===== config.mk =====
export PLATFORM = sky130hd
export DESIGN_NAME = ttfir_feeder
export DESIGN_NICKNAME = d
export VERILOG_FILES = /design/src/rtl/ttfir_pkg.sv /design/src/rtl/ttfir_sample_fifo.sv /design/src/rtl/ttfir_feeder.sv
export SDC_FILE = /design/constraint.sdc
export NUM_CORES = 1
export LEC_CHECK = 0
export ABC_CLOCK_PERIOD_IN_PS = 5600
export CORE_ASPECT_RATIO = 0.5
export CORE_MARGIN = 2
export CORE_UTILIZATION = 60
export DETAILED_ROUTE_END_ITERATION = 7
export HOLD_SLACK_MARGIN = 0.15
export PLACE_DENSITY = 0.8
export SYNTH_ARGS = -nofsm -noshare
export SYNTH_HDL_FRONTEND = slang
export SYNTH_HIERARCHICAL = 1
export SYNTH_SLANG_ARGS = --single-unit

===== constraint.sdc =====
create_clock -name clk -period 5.6 [get_ports clk]
set_input_delay 1.12 -clock clk [delete_from_list [all_inputs] [get_ports clk]]
set_output_delay 1.12 -clock clk [all_outputs]
set_load 0.01 [all_outputs]

===== src/rtl/ttfir_pkg.sv =====
// Shared constants and types for the 4-tap FIR feeder: widths, tap count and sequencer states.
package ttfir_pkg;

    localparam int N_TAPS      = 4;
    localparam int BW_IN       = 6;
    localparam int IDX_W       = $clog2(N_TAPS);
    localparam int UFLOW_CNT_W = 8;

    typedef logic signed [BW_IN-1:0] sample_t;

    typedef enum logic [1:0] {
        IDLE   = 2'd0,
        MODE   = 2'd1,
        LOAD   = 2'd2,
        STREAM = 2'd3
    } state_t;

endpackage


===== src/rtl/ttfir_sample_fifo.sv =====
// Synchronous sample FIFO with a flush input. The head entry is always visible on data_o.
// flush wins over a same-cycle push, so that push is discarded.
module ttfir_sample_fifo #(
    parameter int DEPTH = 4,
    parameter int W     = 6
) (
    input  logic         clk,
    input  logic         reset,
    input  logic         flush_i,
    input  logic         push_i,
    input  logic         pop_i,
    input  logic [W-1:0] data_i,
    output logic [W-1:0] data_o,
    output logic         full_o,
    output logic         empty_o
);

    localparam int AW = $clog2(DEPTH);
    localparam int CW = AW + 1;

    logic [W-1:0]  mem_q [DEPTH];
    logic [AW-1:0] wr_ptr_q, rd_ptr_q;
    logic [CW-1:0] count_q, count_d;
    logic          do_push, do_pop;

    assign full_o  = (count_q == CW'(DEPTH));
    assign empty_o = (count_q == '0);
    assign data_o  = mem_q[rd_ptr_q];
    assign do_push = push_i && !full_o && !flush_i;
    assign do_pop  = pop_i && !empty_o && !flush_i;

    always_comb begin
        count_d = count_q;
        if (do_push && !do_pop) begin
            count_d = count_q + CW'(1);
        end else if (do_pop && !do_push) begin
            count_d = count_q - CW'(1);
        end
    end

    // Pointers are AW bits wide so they wrap naturally for power-of-two depths.
    always_ff @(posedge clk) begin
        if (reset || flush_i) begin
            wr_ptr_q <= '0;
            rd_ptr_q <= '0;
            count_q  <= '0;
        end else begin
            if (do_push) wr_ptr_q <= wr_ptr_q + AW'(1);
            if (do_pop)  rd_ptr_q <= rd_ptr_q + AW'(1);
            count_q <= count_d;
        end
    end

    always_ff @(posedge clk) begin
        if (do_push) begin
            mem_q[wr_ptr_q] <= data_i;
        end
    end

endmodule


===== src/rtl/ttfir_feeder.sv =====
// Sequencer for the 4-tap FIR stage: mode word, coefficients (h[N-1] first), then paced samples.
// Optional TTFIR_FEEDER_UFLOW_CNT_EN adds a saturating underflow counter output.
module ttfir_feeder
    import ttfir_pkg::*;
#(
    parameter int FIFO_DEPTH = 4
) (
    input  logic             clk,
    input  logic             reset,
    input  logic             start_i,
    input  logic             stop_i,
    input  logic             cfg_lsb_i,
    input  logic             coef_we_i,
    input  logic [IDX_W-1:0] coef_addr_i,
    input  sample_t          coef_data_i,
    // Sample source: a beat transfers on a rising edge where s_valid_i && s_ready_o.
    input  logic             s_valid_i,
    input  sample_t          s_data_i,
    output logic             s_ready_o,
    output logic             fir_reset_o,
    output sample_t          fir_x_o,
    output logic             busy_o,
    output logic             underflow_o,
`ifdef TTFIR_FEEDER_UFLOW_CNT_EN
    output logic [UFLOW_CNT_W-1:0] uflow_cnt_o,
`endif
    output state_t           dbg_state_o
);

    state_t           state_q, state_d;
    logic [IDX_W-1:0] idx_q, idx_d;
    logic             slot_q, slot_d;
    logic             lsb_q, lsb_d;
    logic             fir_reset_q, fir_reset_d;
    sample_t          fir_x_q, fir_x_d;
    logic             underflow_q, underflow_d;
    sample_t          coef_q [N_TAPS];

    logic    fifo_push, fifo_pop, fifo_flush, fifo_full, fifo_empty;
    logic    slot_act, start_acc;
    sample_t fifo_head;

    ttfir_sample_fifo #(
        .DEPTH (FIFO_DEPTH),
        .W     (BW_IN)
    ) u_fifo (
        .clk     (clk),
        .reset   (reset),
        .flush_i (fifo_flush),
        .push_i  (fifo_push),
        .pop_i   (fifo_pop),
        .data_i  (s_data_i),
        .data_o  (fifo_head),
        .full_o  (fifo_full),
        .empty_o (fifo_empty)
    );

    assign s_ready_o = !fifo_full;
    assign fifo_push = s_valid_i && s_ready_o;

    // Output registers are loaded with the value for the cycle being entered, so
    // fir_x_o/fir_reset_o always match the state shown on dbg_state_o.
    always_comb begin
        state_d     = state_q;
        idx_d       = idx_q;
        slot_d      = slot_q;
        lsb_d       = lsb_q;
        fir_reset_d = 1'b1;
        fir_x_d     = '0;
        underflow_d = underflow_q;
        fifo_pop    = 1'b0;
        fifo_flush  = 1'b0;
        slot_act    = 1'b0;
        start_acc   = 1'b0;
        if (stop_i) begin
            state_d    = IDLE;
            fifo_flush = 1'b1;
        end else begin
            unique case (state_q)
                IDLE: begin
                    if (start_i) begin
                        start_acc   = 1'b1;
                        state_d     = MODE;
                        lsb_d       = cfg_lsb_i;
                        underflow_d = 1'b0;
                        fir_reset_d = 1'b0;
                        fir_x_d[0]  = cfg_lsb_i;
                    end
                end
                MODE: begin
                    state_d     = LOAD;
                    fir_reset_d = 1'b0;
                    idx_d       = IDX_W'(N_TAPS - 1);
                    fir_x_d     = coef_q[N_TAPS-1];
                end
                LOAD: begin
                    fir_reset_d = 1'b0;
                    if (idx_q == '0) begin
                        // The FIR's read flag resets to 1, so the first STREAM cycle is a slot.
                        state_d  = STREAM;
                        slot_act = 1'b1;
                        slot_d   = !lsb_q;
                    end else begin
                        idx_d   = idx_q - IDX_W'(1);
                        fir_x_d = coef_q[idx_q - IDX_W'(1)];
                    end
                end
                STREAM: begin
                    fir_reset_d = 1'b0;
                    slot_act    = slot_q;
                    slot_d      = lsb_q ? !slot_q : 1'b1;
                end
                default: state_d = IDLE;
            endcase
        end
        if (slot_act) begin
            if (!fifo_empty) begin
                fifo_pop = 1'b1;
                fir_x_d  = fifo_head;
            end else begin
                underflow_d = 1'b1;
            end
        end
    end

    always_ff @(posedge clk) begin
        if (reset) begin
            state_q     <= IDLE;
            idx_q       <= '0;
            slot_q      <= 1'b1;
            lsb_q       <= 1'b0;
            fir_reset_q <= 1'b1;
            fir_x_q     <= '0;
            underflow_q <= 1'b0;
        end else begin
            state_q     <= state_d;
            idx_q       <= idx_d;
            slot_q      <= slot_d;
            lsb_q       <= lsb_d;
            fir_reset_q <= fir_reset_d;
            fir_x_q     <= fir_x_d;
            underflow_q <= underflow_d;
        end
    end

    always_ff @(posedge clk) begin
        if (reset) begin
            for (int k = 0; k < N_TAPS; k++) coef_q[k] <= '0;
        end else if (state_q == IDLE && coef_we_i) begin
            coef_q[coef_addr_i] <= coef_data_i;
        end
    end

`ifdef TTFIR_FEEDER_UFLOW_CNT_EN
    logic [UFLOW_CNT_W-1:0] uflow_cnt_q, uflow_cnt_d;

    always_comb begin
        uflow_cnt_d = uflow_cnt_q;
        if (start_acc) begin
            uflow_cnt_d = '0;
        end else if (slot_act && fifo_empty && uflow_cnt_q != '1) begin
            uflow_cnt_d = uflow_cnt_q + UFLOW_CNT_W'(1);
        end
    end

    always_ff @(posedge clk) begin
        if (reset) uflow_cnt_q <= '0;
        else       uflow_cnt_q <= uflow_cnt_d;
    end

    assign uflow_cnt_o = uflow_cnt_q;
`endif

    assign fir_reset_o = fir_reset_q;
    assign fir_x_o     = fir_x_q;
    assign busy_o      = (state_q != IDLE);
    assign underflow_o = underflow_q;
    assign dbg_state_o = state_q;

endmodule


Word level (Yosys, flattened, before mapping) --
Memory sizes are Yosys's and may differ from the RTL's. A register that Yosys moved wholly into a read port is not among the register bits. Index checks and enable logic that the tools add are counted.
Word-level totals: bits in latches 0, bits in registers 21, ROM bits 0, bits in writable memories 48, memories kept 2
Operators by class: equal/unequal tests 7, muxes and demuxes 42, reduce and logical (&&, ||, !) cells 31, shifts and indexed selects 0, add/sub/neg operators 5, bitwise gates (word level) 1, multiply operators 0, div/mod/pow operators 0, $lt $le $gt $ge 0
Memories:
- coef_q | words 4, bits a word 6, rd ports 2, clocked after Yosys merged registers in 0, wr ports 4, RTL line ttfir_feeder.sv:37 | sample_t coef_q [N_TAPS];
- u_fifo.mem_q | words 4, bits a word 6, rd ports 1, clocked after Yosys merged registers in 1, wr ports 1, RTL line ttfir_sample_fifo.sv:21 | logic [W-1:0] mem_q [DEPTH];
Operator list (number):
- 6-bit two-way mux | 5
- 1-bit two-way mux | 22
- 2-bit two-way mux | 6
- 3-bit AND reduction | 4
- 5-bit one-hot mux with 2 select lines | 1
- 1-bit logical AND | 8
- 2-bit nonzero test | 4
- 1-bit logical NOT | 7
- 3-bit two-way mux | 2
- 2-bit inequality test (second input constant) | 3
- 1-bit one-hot mux with 2 select lines | 3
- 2-bit one-hot mux with 3 select lines | 1
- 6-bit OR reduction | 1
- 2-bit by 1-bit adder with 2-bit output (second input constant) | 2
- 2-bit == test (second input constant) | 2
- 2-bit logical NOT | 2
- 2-bit one-hot mux with 2 select lines | 1
- 3-bit by 1-bit adder with 3-bit output (second input constant) | 1
- 3-bit == test (second input constant) | 1
- 3-bit logical NOT | 1
- 1-bit one-hot mux with 3 select lines | 1
- 3-bit nonzero test | 1
- 3-bit OR reduction | 1
- 3-bit by 1-bit subtractor with 3-bit output (second input constant) | 1
- other kinds (5) | 5

Longest topological paths before layout --
word-level depth 10, gate-level depth with buffers 14, mapped depth without buffers 12

Hierarchy --
The synthesis kept the hierarchy.
By module, submodules not included:
- ttfir_feeder | cells an instance 154, area an instance 1874.3 sq um, times used 1
- ttfir_sample_fifo | cells an instance 81, area an instance 1343.8 sq um, times used 1

Worst setup path after synthesis --
Ideal clock, no wire load.
path kind input to register, start in stop_i, end reg u_fifo.count_q[2], cell stages on the path 11, path buffers 1, setup slack 2.617 ns, arrival 2.913 ns, cells stage by stage nor2_1 and2_1 buf_2 o31ai_1 or2_1 ha_1 inv_1 fa_1 xor2_1 or3_1 a21oi_1
Between the ends: longest elaborated chain between the ends 7
Ends and longest elaborated chain:
- from (decl) | RTL line ttfir_feeder.sv:11 | input logic stop_i,
- 1-bit two-way mux (*) | RTL line ttfir_feeder.sv:75 | if (stop_i) begin
- 1-bit two-way mux (*) | RTL line ttfir_feeder.sv:116 | if (slot_act) begin
- via fifo_pop | RTL line ttfir_feeder.sv:39 | logic fifo_push, fifo_pop, fifo_flush, fifo_full, fifo_empty;
- 1-bit logical AND (*) (2 in a row) | RTL line ttfir_sample_fifo.sv:30 | assign do_pop = pop_i && !empty_o && !flush_i;
- 1-bit logical NOT | RTL line ttfir_sample_fifo.sv:34 | if (do_push && !do_pop) begin
- 1-bit logical AND | RTL line ttfir_sample_fifo.sv:34
- 3-bit two-way mux / 2-bit nonzero test (equally long branches)
- to (signal assigned) | RTL line ttfir_sample_fifo.sv:50 | count_q <= count_d;
- to (decl) | RTL line ttfir_sample_fifo.sv:23 | logic [CW-1:0] count_q, count_d;
The timed path passes the listed nets; every way through them passes the cells marked *. A chain may end at the register's enable or synchronous reset.

Worst setup path after layout --
start in stop_i, end reg u_fifo.count_q[2]
Between the ends: longest elaborated chain between the ends 7
Ends and longest elaborated chain (RTL line):
- 1-bit two-way mux | ttfir_feeder.sv:75
- 1-bit two-way mux | ttfir_feeder.sv:116
- 1-bit logical AND (2 in a row) | ttfir_sample_fifo.sv:30
- 1-bit logical NOT | ttfir_sample_fifo.sv:34
- 1-bit logical AND | ttfir_sample_fifo.sv:34
- 3-bit two-way mux / 2-bit nonzero test (equally long branches)
Parallel ways exist; a longest one is shown, timed or not.

==> metrics.md <==
| Metric | Value |
|---|---|
| Status | finished, final reports clean |
| Power per cell area | roughly 300 nW/µm² |
| Filler cell count | 340 |
| First-pass GRT wire length | roughly 10000 µm |
| Longest Clk Path Bufs | 2 |
| GRT overflow | 0 |
| Yosys warnings | 6 |
| TritonCTS clock tree | done |
| # setup viols final | 0 |
| Period minus WS final | between 3000 and 4000 ps |
| FMAX | about 280 MHz |
| Worst-path maximum fanout | 12 |
| Post-DRT Antenna Nets | 0 |
| Clock sinks | 71 |
| CTS Hold Bufs | 0 |
| Share of flip-flops with an asynchronous set or reset | 0 |
| Top cell type's share of synthesized area | 0.448 |
| Pleak | 1.33 nW |
| Combinational Power Share | 0.081 |
| Hold Worst Slack | between 400 and 500 ps |
| Post-Syn Area per Cell | 13.7 µm² |
| Seq/Total Area, Yosys | 0.591 |
| GRT Total Usage | 0.228 |
| DR vias/cell | 5.76 |
| Die Y | approximately 56 µm |
| Count leader, synth | edfxtp_1 |
| Clk_skew | ~15 ps |
| DP HPWL | 4560 µm |
| Number of synthesized flops with an enable pin | 48 |
| Cell chain of the critical path | clkdlybuf4s50_1 -> nor2_1 -> and2_1 -> o31ai_1 -> or2_1 -> ha_1 -> inv_1 -> fa_1 -> xor2_1 -> or3_1 -> a21oi_1 |
| Post-DP Area | around 3600 µm² |
| Clk_lat worst skew | between 300 and 400 ps |
| Max_slew headroom | 0.250 |
| Vias | 2000 |
| Final hold vios | 0 |
| Worst slew pin tran | 1110 ps |
| Critical-path top delay cell | clkdlybuf4s50_1 |
| Area Overhead vs Synth | 18.5% |
| Setup Fix Bufs, Post-CTS | 0 |
| Final worst slack | about 2000 ps |
| Initial antenna violation count | 0 |
| Most frequent cells after synthesis | edfxtp_1, and2_1, dfxtp_1 |
| Full die area | approximately 6000 µm² |
| IO buf count | 32 |
| Site Rows | 18 |
| Die X | ~110 µm |
| CP Capture Type | register |
| Setup TNS | 0 ps |
| Post-route cell area | 3810 µm² |
| Diodes inserted | 0 |
| Drt wl/cell | approximately 19 µm |
| Max-Cap Viols | 0 |
| Post_cts resized | 0 |
| Final Max Tran Viols | 0 |
| Post-Syn Area | roughly 3200 µm² |
| Cells after synthesis | roughly 240 |
| Post-synth cell types | 44 |
| IO Count | 33 |
| Starting DRT DRC Count | 132 |
| Core Region | 5040 µm² |
| Worst min path class | register to register |
| Net Sw Frac | 0.222 |
| WP data arrival | 3880 ps |
| RSZ-0062 raised after global routing | no |
| Flop pwr share | 0.523 |
| Final #Nets | between 300 and 400 |
| Main area contributors after synthesis | edfxtp_1, dfxtp_1, mux4_2 |
| Root Buffer | clkbuf_8 |
| Peak supply drop | 0.000218 V |
| Synth Flop Type | edfxtp_1 |
| GP Congestion | between 0.9 and 1 |
| Clock power frac | 0.395 |
| Initial cell density of the core | 0.638 |
| Post-route DRC | 0 |
| Drt pass-1 iters | 4 |
| Buffers plus inverters on the worst setup path | 2 |
| Top Family by Delay on Critical Path | simple AND/OR/NAND/NOR gates |
| Sequential standard cell area | 1900 µm² |
| Internal | 0.873 mW |
| Crit Path Class | primary input to register |
| Clk slew on worst S/H paths | 70 ps |
| Startpoint types | primary input |
| P_sw | roughly 0.25 mW |
| CTS buffer count | 9 |
| Vias in the first global route | roughly 2000 |
| CP max stage delay | 740 ps |
| Worst EP required | 5870 ps |
| Share of layout cells above drive strength 1 | 0.123 |
| H-Tree Depth | 3 |
| Fin crit share | 0.645 |
| Area occupied by multi-input gates | approximately 1200 µm² |
| Area leader, netlist | edfxtp_1 |
| Placement Setup Slack | ~1600 ps |
| Total wire length | roughly 6400 µm |
| Pin count of the biggest net entering global routing | 15 |
| Synth Register Bits | a little over 70 |
| Net Count, Synth | between 200 and 300 |
## per-layer routing
| metal | wire, µm | GRT usage |
|---|---|---|
| met4 | 91 | 0.0696 |
| met5 | 0 | 0 |
| met2 | 3150 | 0.367 |
| met3 | 530 | 0.0948 |
| met1 | 2650 | 0.285 |
## power by group through the flow
stage,clock network (mW),registers [mW],logic [mW]
6_report,0.443,0.587,0.0914
5_1_grt,0.472,0.589,0.0991
4_1_cts,0.448,0.587,0.0911
3_5_place_dp,0,0.599,0.0904
3_3_place_gp,0,0.598,0.0867
2_1_floorplan,0,0.595,0.0544
## final timing paths
path                           from                              to  slack [ps]  depth (start not counted)
max                          stop_i  u_fifo/count_q[2]$_SDFFE_PP0P_        1990                         11
min          underflow_o$_SDFF_PP0_          underflow_o$_SDFF_PP0_         500                          2
max reg2reg   idx_q[0]$_SDFFE_PP0P_  u_fifo/count_q[2]$_SDFFE_PP0P_        2310                         12
min reg2reg  underflow_o$_SDFF_PP0_          underflow_o$_SDFF_PP0_         500                          2
## layout make-up
| class | count | area share |
|---|---|---|
| flip-flops and latches | 71 | 0.499 |
| inverters | 13 | 0.0128 |
| clock buffers | 9 | 0.0325 |
| clock inverters | 7 | 0.0256 |
| repair buffers | 32 | 0.0840 |
| well taps | 70 | 0.0230 |
| multi-input cells | 145 | 0.323 |
## per-stage QoR
step | instances | total power, mW | utilization
3_5_place_dp | 331 | 0.689 | 0.712
2_1_floorplan | 235 | 0.650 | -
4_1_cts | 347 | 1.13 | 0.756
3_3_place_gp | 331 | 0.684 | 0.712
5_1_grt | 347 | 1.16 | 0.756
6_report | 347 | 1.12 | 0.756
## cells in the final DEF (no fill, tap or decap), types with 4 or more instances in the layout
cell type	instances
dfxtp_1	23
clkbuf_8	9
and2_1	29
ha_1	11
nand3b_1	4
nand2b_1	4
inv_1	12
mux2i_1	9
clkdlybuf4s50_1	32
nor2b_1	4
nor2_1	10
a32oi_1	7
nand2_1	8
a21oi_1	6
edfxtp_1	48
mux4_2	11
o21ai_0	4
xor2_1	4
## registers in the layout, summed over array words and instances (netlist names), named ones only
signal	flops
dbg_state_o	2
underflow_o	1
fir_reset_o	1
coef_q	24
u_fifo/wr_ptr_q	2
fir_x_o	6
slot_q	1
u_fifo/mem_q	24
u_fifo/rd_ptr_q	2
u_fifo/count_q	3
lsb_q	1
idx_q	2
## cells by family (layout without fill, tap and decap cells)
group,Yosys count,in the layout,share of synthesized area
DFF,71,71,0.591
adders and majority gates,12,12,0.0490
AOI/OAI and AO/OA,31,31,0.0696
and+or+nand+nor,78,78,0.149
xor gates and xnor gates,4,4,0.0109
buffers and inverters,19,61,0.0260
muxes,20,20,0.105
## worst register-to-register path, cell delays in order, from the launching register on
cell and delay [ps]:
dfxtp_1 660, inv_1 90, ha_1 320, a22o_1 260
and2_1 270, o31ai_1 150, or2_1 170, ha_1 180
inv_1 70, fa_1 420, xor2_1 160, or3_1 310
a21oi_1 140
No activity file was read; power rests on OpenSTA's default activity.
